### src/rtl/fb_pkg.sv
// Shared framebuffer constants, pixel layout and write-engine state encoding;
// the scanout side imports the same package.
package fb_pkg;

    localparam int FB_WIDTH  = 400;
    localparam int FB_HEIGHT = 240;
    localparam int ADDR_W    = 17;

    localparam int PIX_R_MSB = 15;
    localparam int PIX_R_LSB = 11;
    localparam int PIX_G_MSB = 10;
    localparam int PIX_G_LSB = 6;
    localparam int PIX_B_MSB = 5;
    localparam int PIX_B_LSB = 1;

    typedef enum logic [1:0] {
        ST_IDLE  = 2'd0,
        ST_SETUP = 2'd1,
        ST_FILL  = 2'd2
    } fb_state_e;

    // Keep the top five bits of each channel; bit 0 stays zero.
    function automatic logic [15:0] pack_rgb888(input logic [7:0] r,
                                                 input logic [7:0] g,
                                                 input logic [7:0] b);
        logic [15:0] pix;
        pix = 16'd0;
        pix[PIX_R_MSB:PIX_R_LSB] = r[7:3];
        pix[PIX_G_MSB:PIX_G_LSB] = g[7:3];
        pix[PIX_B_MSB:PIX_B_LSB] = b[7:3];
        return pix;
    endfunction

endpackage

### src/rtl/fb_addr_gen.sv
// Start address, row skip and row-major address stepper for one rectangle.
// The row base y*FB_WIDTH is built from shifted copies of y, no multiplier.
module fb_addr_gen #(
    parameter int FB_WIDTH = 400,
    parameter int ADDR_W   = 17
) (
    input  logic              clk_i,
    input  logic              reset_i,
    input  logic              load_i,
    input  logic              advance_i,
    input  logic [8:0]        x_i,
    input  logic [7:0]        y_i,
    input  logic [8:0]        w_i,
    output logic [ADDR_W-1:0] addr_o,
    output logic              row_last_o
);

    logic [ADDR_W-1:0] start_addr;
    logic [ADDR_W-1:0] row_skip;
    logic [ADDR_W-1:0] addr_q;
    logic [8:0]        col_q;

    function automatic logic [ADDR_W-1:0] row_base(input logic [7:0] y);
        logic [ADDR_W-1:0] acc;
        acc = {ADDR_W{1'b0}};
        for (int i = 0; i < ADDR_W; i++) begin
            acc = acc + ((((FB_WIDTH >> i) & 1) != 0) ? (ADDR_W'(y) << i)
                                                      : {ADDR_W{1'b0}});
        end
        return acc;
    endfunction

    assign start_addr = row_base(y_i) + ADDR_W'(x_i);
    assign row_skip   = ADDR_W'(FB_WIDTH) - ADDR_W'(w_i);
    assign row_last_o = (col_q == (w_i - 9'd1));
    assign addr_o     = addr_q;

    // Address/column stepper: load at setup, step on each retired write.
    always_ff @(posedge clk_i) begin
        if (reset_i) begin
            addr_q <= {ADDR_W{1'b0}};
            col_q  <= 9'd0;
        end else if (load_i) begin
            addr_q <= start_addr;
            col_q  <= 9'd0;
        end else if (advance_i) begin
            if (row_last_o) begin
                addr_q <= addr_q + row_skip + ADDR_W'(1'b1);
                col_q  <= 9'd0;
            end else begin
                addr_q <= addr_q + ADDR_W'(1'b1);
                col_q  <= col_q + 9'd1;
            end
        end else begin
            addr_q <= addr_q;
            col_q  <= col_q;
        end
    end

endmodule

### src/rtl/fb_rect_writer.sv
// Rectangle fill engine: accepts a command, then writes one packed pixel per cycle.
// Define FB_CLIP_EN to clip rectangles to the screen instead of rejecting them.
module fb_rect_writer #(
    parameter int FB_WIDTH  = fb_pkg::FB_WIDTH,
    parameter int FB_HEIGHT = fb_pkg::FB_HEIGHT,
    parameter int ADDR_W    = fb_pkg::ADDR_W
) (
    input  logic              clk_25mhz,
    input  logic              reset,
    input  logic              cmd_valid,
    output logic              cmd_ready,
    input  logic [8:0]        cmd_x,
    input  logic [7:0]        cmd_y,
    input  logic [8:0]        cmd_w,
    input  logic [7:0]        cmd_h,
    input  logic [7:0]        red,
    input  logic [7:0]        green,
    input  logic [7:0]        blue,
    output logic [ADDR_W-1:0] fb_addr,
    output logic [15:0]       fb_data,
    output logic              fb_we,
    input  logic              fb_ready,
    output logic              busy,
    output logic              done,
    output logic              cmd_err
);
    import fb_pkg::*;

    fb_state_e   state_q;
    logic [8:0]  x_q, w_q, ew_q;
    logic [7:0]  y_q, h_q, eh_q, row_q;
    logic [15:0] fb_data_q;
    logic        cmd_ready_q, busy_q, done_q, cmd_err_q, fb_we_q;

    logic [9:0]  sum_x, sum_y;
    logic [8:0]  ew_d;
    logic [7:0]  eh_d;
    logic        reject_d, empty_d;
    logic        retire, row_last, last_pix, load_addr;

    // Effective rectangle size, evaluated while in SETUP.
    always_comb begin
        sum_x    = {1'b0, x_q} + {1'b0, w_q};
        sum_y    = {2'b00, y_q} + {2'b00, h_q};
        ew_d     = w_q;
        eh_d     = h_q;
        reject_d = 1'b0;
`ifdef FB_CLIP_EN
        if (({1'b0, x_q} >= 10'(FB_WIDTH)) || ({2'b00, y_q} >= 10'(FB_HEIGHT))) begin
            ew_d = 9'd0;
            eh_d = 8'd0;
        end else begin
            ew_d = (sum_x > 10'(FB_WIDTH))  ? 9'(10'(FB_WIDTH) - {1'b0, x_q})   : w_q;
            eh_d = (sum_y > 10'(FB_HEIGHT)) ? 8'(10'(FB_HEIGHT) - {2'b00, y_q}) : h_q;
        end
`else
        if ((sum_x > 10'(FB_WIDTH)) || (sum_y > 10'(FB_HEIGHT))) begin
            reject_d = 1'b1;
            ew_d     = 9'd0;
            eh_d     = 8'd0;
        end else begin
            reject_d = 1'b0;
        end
`endif
        empty_d = (ew_d == 9'd0) || (eh_d == 8'd0);
    end

    assign retire    = fb_we_q && fb_ready;
    assign last_pix  = row_last && (row_q == (eh_q - 8'd1));
    assign load_addr = (state_q == ST_SETUP) && !empty_d;

    fb_addr_gen #(
        .FB_WIDTH (FB_WIDTH),
        .ADDR_W   (ADDR_W)
    ) u_addr_gen (
        .clk_i      (clk_25mhz),
        .reset_i    (reset),
        .load_i     (load_addr),
        .advance_i  (retire),
        .x_i        (x_q),
        .y_i        (y_q),
        .w_i        (ew_q),
        .addr_o     (fb_addr),
        .row_last_o (row_last)
    );

    // Command FSM with registered handshake and status outputs.
    always_ff @(posedge clk_25mhz) begin
        if (reset) begin
            state_q     <= ST_IDLE;
            x_q         <= 9'd0;
            y_q         <= 8'd0;
            w_q         <= 9'd0;
            h_q         <= 8'd0;
            ew_q        <= 9'd0;
            eh_q        <= 8'd0;
            row_q       <= 8'd0;
            fb_data_q   <= 16'd0;
            cmd_ready_q <= 1'b0;
            busy_q      <= 1'b0;
            done_q      <= 1'b0;
            cmd_err_q   <= 1'b0;
            fb_we_q     <= 1'b0;
        end else begin
            done_q    <= 1'b0;
            cmd_err_q <= 1'b0;
            case (state_q)
                ST_IDLE: begin
                    if (cmd_valid && cmd_ready_q) begin
                        x_q         <= cmd_x;
                        y_q         <= cmd_y;
                        w_q         <= cmd_w;
                        h_q         <= cmd_h;
                        fb_data_q   <= pack_rgb888(red, green, blue);
                        cmd_ready_q <= 1'b0;
                        busy_q      <= 1'b1;
                        state_q     <= ST_SETUP;
                    end else begin
                        cmd_ready_q <= 1'b1;
                    end
                end
                ST_SETUP: begin
                    ew_q  <= ew_d;
                    eh_q  <= eh_d;
                    row_q <= 8'd0;
                    if (empty_d) begin
                        done_q      <= 1'b1;
                        cmd_err_q   <= reject_d;
                        busy_q      <= 1'b0;
                        cmd_ready_q <= 1'b1;
                        state_q     <= ST_IDLE;
                    end else begin
                        fb_we_q <= 1'b1;
                        state_q <= ST_FILL;
                    end
                end
                ST_FILL: begin
                    if (retire && last_pix) begin
                        fb_we_q     <= 1'b0;
                        done_q      <= 1'b1;
                        busy_q      <= 1'b0;
                        cmd_ready_q <= 1'b1;
                        state_q     <= ST_IDLE;
                    end else if (retire && row_last) begin
                        row_q <= row_q + 8'd1;
                    end else begin
                        row_q <= row_q;
                    end
                end
                default: begin
                    fb_we_q     <= 1'b0;
                    busy_q      <= 1'b0;
                    cmd_ready_q <= 1'b0;
                    state_q     <= ST_IDLE;
                end
            endcase
        end
    end

    assign cmd_ready = cmd_ready_q;
    assign fb_data   = fb_data_q;
    assign fb_we     = fb_we_q;
    assign busy      = busy_q;
    assign done      = done_q;
    assign cmd_err   = cmd_err_q;

endmodule

### config.mk
export PLATFORM = sky130hd
export DESIGN_NAME = fb_rect_writer
export DESIGN_NICKNAME = d
export VERILOG_FILES = /design/src/rtl/fb_pkg.sv /design/src/rtl/fb_addr_gen.sv /design/src/rtl/fb_rect_writer.sv
export SDC_FILE = /design/constraint.sdc
export NUM_CORES = 1
export LEC_CHECK = 0
export ABC_AREA = 1
export CAP_MARGIN = 15
export CELL_PAD_IN_SITES_DETAIL_PLACEMENT = 1
export CELL_PAD_IN_SITES_GLOBAL_PLACEMENT = 1
export CORE_MARGIN = 1.5
export CORE_UTILIZATION = 40
export CTS_CLUSTER_SIZE = 8
export DETAILED_ROUTE_END_ITERATION = 16
export PLACE_DENSITY_LB_ADDON = 0.15
export SETUP_SLACK_MARGIN = 0.15
export SLEW_MARGIN = 25
export SYNTH_ARGS = -nofsm -noshare
export SYNTH_HDL_FRONTEND = slang
export SYNTH_SLANG_ARGS = --single-unit
### constraint.sdc
create_clock -name clk_25mhz -period 7.45 [get_ports clk_25mhz]
set_clock_uncertainty 0.05 [all_clocks]
set_input_delay 1.49 -clock clk_25mhz [delete_from_list [all_inputs] [get_ports clk_25mhz]]
set_output_delay 1.49 -clock clk_25mhz [all_outputs]
set_load 0.005 [all_outputs]
---- Yosys cells after proc, flatten, opt, wreduce, memory -nomap -nowiden ----
Cells that the tools add are included.
W data, S select, Z words.
word-level totals
  bits in registers ....................... 107
  output and inout port bits .............. 38
  word-level logic and storage cells ...... 93
operators by class
  $add $sub $neg .......................... 13
  $lt $le $gt $ge ......................... 2
  equality and inequality tests ........... 10
  mux-type cells .......................... 27
  bitwise logic cells ..................... 3
  reductions and logical operators ........ 22
operator list
  kind                     number
  $mux W17                 3
  $add A17 B1 Y17 const B  2
  $mux W8                  3
  $mux W9                  2
  $add A17 B16 Y17         1
  $add A17 B17 Y17         1
  $add A17 B9 Y17          1
  $add A12 B15 Y16         1
  $pmux W8 S2              1
  $ne A2 B2 Y1 const B     6
  $add A9 B9 Y10           1
  $gt A10 B9 Y1 const B    1
  $mux W1                  10
  $sub A9 B9 Y10 const A   1
  $add A8 B8 Y9            1
  $add A9 B1 Y9 const B    1
  $eq A9 B9 Y1             1
  $gt A9 B8 Y1 const B     1
  $logic_not A9 Y1         1
  $pmux W1 S3              3
  $reduce_and A3 Y1        3
  $sub A9 B1 Y9 const B    1
  $add A8 B1 Y8 const B    1
  $eq A8 B8 Y1             1
  other kinds (16)         29

---- Longest topological paths before layout ----
  depth in word-level cells ............... 9
  gate-level depth with buffers ........... 23
  mapped depth without buffers ............ 22

---- By module ----
From an unflattened synthesis, not the netlist that was laid out.
unflattened totals
  cell total of the unflattened synthesis .. 1,201
  area, all modules ....................... 8,089.0 µm²
modules (own cells, without submodules)
  module          times used  cells each  area each (µm²)
  fb_rect_writer  1           595         4,270.3
  fb_addr_gen     1           606         3,818.7

---- Worst setup path after synthesis ----
Ideal clock, no wire load.
  path type ............................... flip-flop to flip-flop
  start ................................... reg y_q[0]
  end ..................................... reg u_addr_gen.addr_q[13], in the netlist u_addr_gen.addr_o[13]
  setup time .............................. 0.056 ns
  arrival ................................. 3.041 ns
  required time ........................... 7.344 ns
  slack ................................... 4.303 ns
  cell stages (with the launch flop) ...... 21
  path buffers ............................ 0
  period minus slack after synthesis ...... 3.147 ns
  cells stage by stage .................... dfxtp_1 ha_1 fa_1 inv_1 fa_1 inv_1 ha_1 a21oi_1 nand2_1 nand2_1 nand2_1 a21oi_1 inv_1 a21oi_1 nor2_1 nor2_1 xnor2_1 nand2_1 nand3_1 nand2_1 inv_1
between the ends
  word-level cells in the longest chain between the ends .. 9
  elaborated cells between the ends (all ways) .. 15
  those cells by class .................... add/sub: 4; order compare: 1; mux: 3; reduce/logical: 7
RTL lines
  item                                                                      RTL line               RTL
  start, declared                                                           fb_rect_writer.sv:31   logic [7:0] y_q, h_q, eh_q, row_q;
  start signal, assigned                                                    fb_rect_writer.sv:111  y_q <= cmd_y;
  parallel branches: the longest is 9 deep, another holds $add A17 B16 Y17  --
  end signal, assigned                                                      fb_addr_gen.sv:41      addr_q <= {ADDR_W{1'b0}};
  end signal, assigned                                                      fb_addr_gen.sv:44      addr_q <= start_addr;
  end signal, assigned                                                      fb_addr_gen.sv:48      addr_q <= addr_q + row_skip + ADDR_W'(1'b1);
  end, declared                                                             fb_addr_gen.sv:20      logic [ADDR_W-1:0] addr_q;
Several ways; the timed one is not identified.
A chain may end at the register's enable or synchronous reset.

---- Final worst setup path ----
  start ................................... reg w_q[0]
  end ..................................... reg u_addr_gen.addr_q[5], in the netlist u_addr_gen.addr_o[5]
between the ends
  word-level cells in the longest chain between the ends .. 9
  elaborated cells between the ends (all ways) .. 12
  those cells by class .................... add/sub: 1; order compare: 1; mux: 3; reduce/logical: 7
RTL lines
  item                                                         RTL line               RTL
  start, declared                                              fb_rect_writer.sv:30   logic [8:0] x_q, w_q, ew_q;
  start signal, assigned                                       fb_rect_writer.sv:112  w_q <= cmd_w;
  $add A9 B9 Y10                                               fb_rect_writer.sv:43   sum_x = {1'b0, x_q} + {1'b0, w_q};
  $gt A10 B9 Y1                                                fb_rect_writer.sv:57   if ((sum_x > 10'(FB_WIDTH)) || (sum_y > 10'(FB_HEIGHT))) begin
  $logic_or A1 B1 Y1                                           fb_rect_writer.sv:57
  $mux W9 / $mux W8 (equally long branches)                    fb_rect_writer.sv:57
  $logic_not A9 Y1 / $logic_not A8 Y1 (equally long branches)  fb_rect_writer.sv:65   empty_d = (ew_d == 9'd0) || (eh_d == 8'd0);
  $logic_or A1 B1 Y1 (*)                                       fb_rect_writer.sv:65
  $logic_not A1 Y1 (*)                                         fb_rect_writer.sv:70   assign load_addr = (state_q == ST_SETUP) && !empty_d;
  $logic_and A1 B1 Y1 (*)                                      fb_rect_writer.sv:70
  $mux W17 / $reduce_bool A2 Y1 (equally long branches)        --
Every way passes the cells marked *; elsewhere a longest branch is shown, timed or not.

==> metrics <==
Slew Viols, Final=0; Hold Crit Start=u_addr_gen.col_q[0]; IO buf count=89; Setup violations, final=0; RSZ-0062 raised after global routing=no; top cells by count, synth=nand2_1 (233), nor2_1 (160), inv_1 (121), dfxtp_1 (107), o21ai_0 (100); Remaining Overflow, GRT=0; count leader, synth=nand2_1; Syn Std Cell Area=7923 µm²; Routed Antenna Nets=0; endpoint type of the worst setup path=flop; Worst R2R Start=w_q[0]; fill count=2547; fraction of registers with async set/reset=0%; CTS max path bufs=2; routed length per instance=15.26 µm; via count=7599; clock latency on the worst-skew pair=0.37 ns; Max Cap Viol=0; syn_nets=1308; PD cells=301.5 nW/µm²; # DRC=0; Initial Util=40.71%; Comb pwr share=51.9%; share of cells above drive strength 1=4.739%; nets=1377; TritonCTS Buffers=9; leakage=4.357 nW; Fmax achieved=257.5 MHz; Slew HR=38.13%; die height=143.7 µm; Seq. cell area=2142 µm²; Switch Pwr=1.307 mW; fraction of power consumed by sequential logic=31.0%; Vias/cell=5.032; Layout Cells excl Fill=1510; crit path DAT=4.05 ns; WHS Path Cells=2; top cells by area, synth=dfxtp_1 (27%), nand2_1 (11%), ha_1 (11%); Die X=143.7 µm; CTS tree=built; pin count of the biggest net entering global routing=57; status=finished, final reports clean; CP startpoint kind=flop; initial antenna violation count=0; drt total wl=23040 µm; worst vdd ir=0.1465 mV; Worst Hold Class=reg2reg; Initial DRT Pass Iterations=4; predominant post-synthesis flop cell=dfxtp_1; Layout area overhead=17.28%; Setup TNS=0 ns; Final Hold Vio Count=0; Inserted Diodes=0; flop2flop setup slack=3.57 ns; WHS=0.4575 ns; Root Driver=clkbuf_16; multi-input logic area=5125 µm²; minimum clock period=3.884 ns; Die Footprint=20660 µm²; violation count after the first detailed-routing iteration=283; first-pass GRT wire length=38500 µm; Internal Power=1.495 mW; Syn Area/Cell=6.766 µm²; GRT Util Overall=23.62%; htree depth=3; top-area cell type share of the netlist area=27.04%; worst endpoint required time=7.61 ns; vias in the first global route=7653; area leader, netlist=dfxtp_1; Yosys reg bits=107; CTS resizes=0; Slew @ Worst Pin=0.9267 ns; Synth cell types=49; Hold Path End=u_addr_gen.col_q[0]; Reg clk slew, reported paths=0.08 ns; placed cell count=1494; r2r worst-path depth=19; GPL Wtd Cong=0.8970; Critical Path Fanout Max=36; DPL Wire Length=18020 µm; Clk pwr share=17.2%; Net Sw Frac=46.65%; post-CTS setup buffer count=0; register area share after synthesis=27.04%; Post-synth EDFFs=0; Cell Rows=51; io pins=100; worst reg2reg endpoint=u_addr_gen.addr_o[5]; Ys Warns=0; Crit Path Category=reg2reg; core box area=19460 µm²; share of the clock period used by the worst path=52.14%; Cells after Synth=1171; Hold-fix buffers, CTS=0; CTS Sinks=107
[worst max-delay path: stages (launching register included)]
cell     delay (ns)
dfxtp_1        0.45
ha_1           0.27
inv_1          0.07
fa_1           0.38
inv_1          0.12
nand2_1        0.07
a21oi_1        0.14
nand3_1        0.09
nand2_1        0.06
nand3_1        0.10
nand2_1        0.09
nand2_1        0.09
nor2_4         0.39
o21ai_0        0.20
nand3_2        0.19
nand3_4        0.36
nand2_2        0.35
nor2_1         0.06
nor2_1         0.14
nor2_1         0.06
[cell families (layout without fill, tap and decap cells)]
family          Yosys count  in the layout  synth area share (%)
xor+xnor                 78             78                 8.718
buf+inv                 165            239                 8.307
fa+ha+maj                75             75                 12.41
other cells               1              1               0.04733
simple gates            530            530                 28.87
flops                   107            107                 27.04
compound gates          215            215                 14.61
[layout make-up]
cell class | instances | share of cell area (%)
Clock inverter | 7 | 0.6329
Tap cell | 265 | 3.569
Clock buffer | 9 | 2.424
Inverter | 130 | 5.252
Multi-Input combinational cell | 899 | 55.16
Sequential cell | 107 | 23.05
Timing Repair Buffer | 93 | 9.911
[flip-flops by register name (all words and copies together), names as in the netlist]
register           flops
busy                   1
cmd_err                1
state_q                2
fb_data               15
x_q                    9
ew_q                   9
y_q                    8
done                   1
h_q                    8
fb_we                  1
w_q                    9
eh_q                   8
cmd_ready              1
u_addr_gen.addr_o     17
row_q                  8
u_addr_gen.col_q       9
[per-stage QoR]
stage	total power, mW	util (%)	area (µm²)	setup WS (ns)
after floorplan	1.881	-	7923	4.303
after global placement	2.287	46.28	9007	3.480
after detailed placement	2.329	46.28	9007	3.419
after CTS	2.838	47.74	9291	3.520
after global routing	3.066	47.74	9291	3.166
final	2.801	47.74	9291	3.566
[worst max path at each step]
stage               startpoint               endpoint  slack [ns]
floorplan               y_q[0]  u_addr_gen.addr_o[13]        4.30
global placement         reset                 x_q[1]        3.48
global route            w_q[0]   u_addr_gen.addr_o[4]        3.17
finish                  w_q[0]   u_addr_gen.addr_o[5]        3.57
detailed placement       reset                 y_q[0]        3.42
CTS                     w_q[0]   u_addr_gen.addr_o[5]        3.52
[power by group through the flow]
stage                     clock (mW)  combinational, mW  sequential (mW)
after global placement             0               1.41            0.876
after detailed placement           0               1.45            0.880
after floorplan                    0               1.07            0.807
after CTS                      0.500               1.47            0.868
after global routing           0.516               1.66            0.885
final                          0.481               1.45            0.868
[per-layer routing]
metal	share of wire [%]	up-vias	global-route usage (%)
li1	-	3960	-
met1	49	3522	31.24
met2	47	106	40.87
met3	3.4	11	3.632
met4	0.88	0	4.296
met5	0	-	0
[layout by cell type (no fill, tap or decap), drive strengths merged, types with 57 or more instances in the layout]
cell and count:
a21oi 88, clkdlybuf4s50 89, dfxtp 107, ha 69, inv 134, nand2 238, nand3 71, nor2 167
o21ai 109, xor2 57
Note: power is estimated with default switching activity, not from simulation.
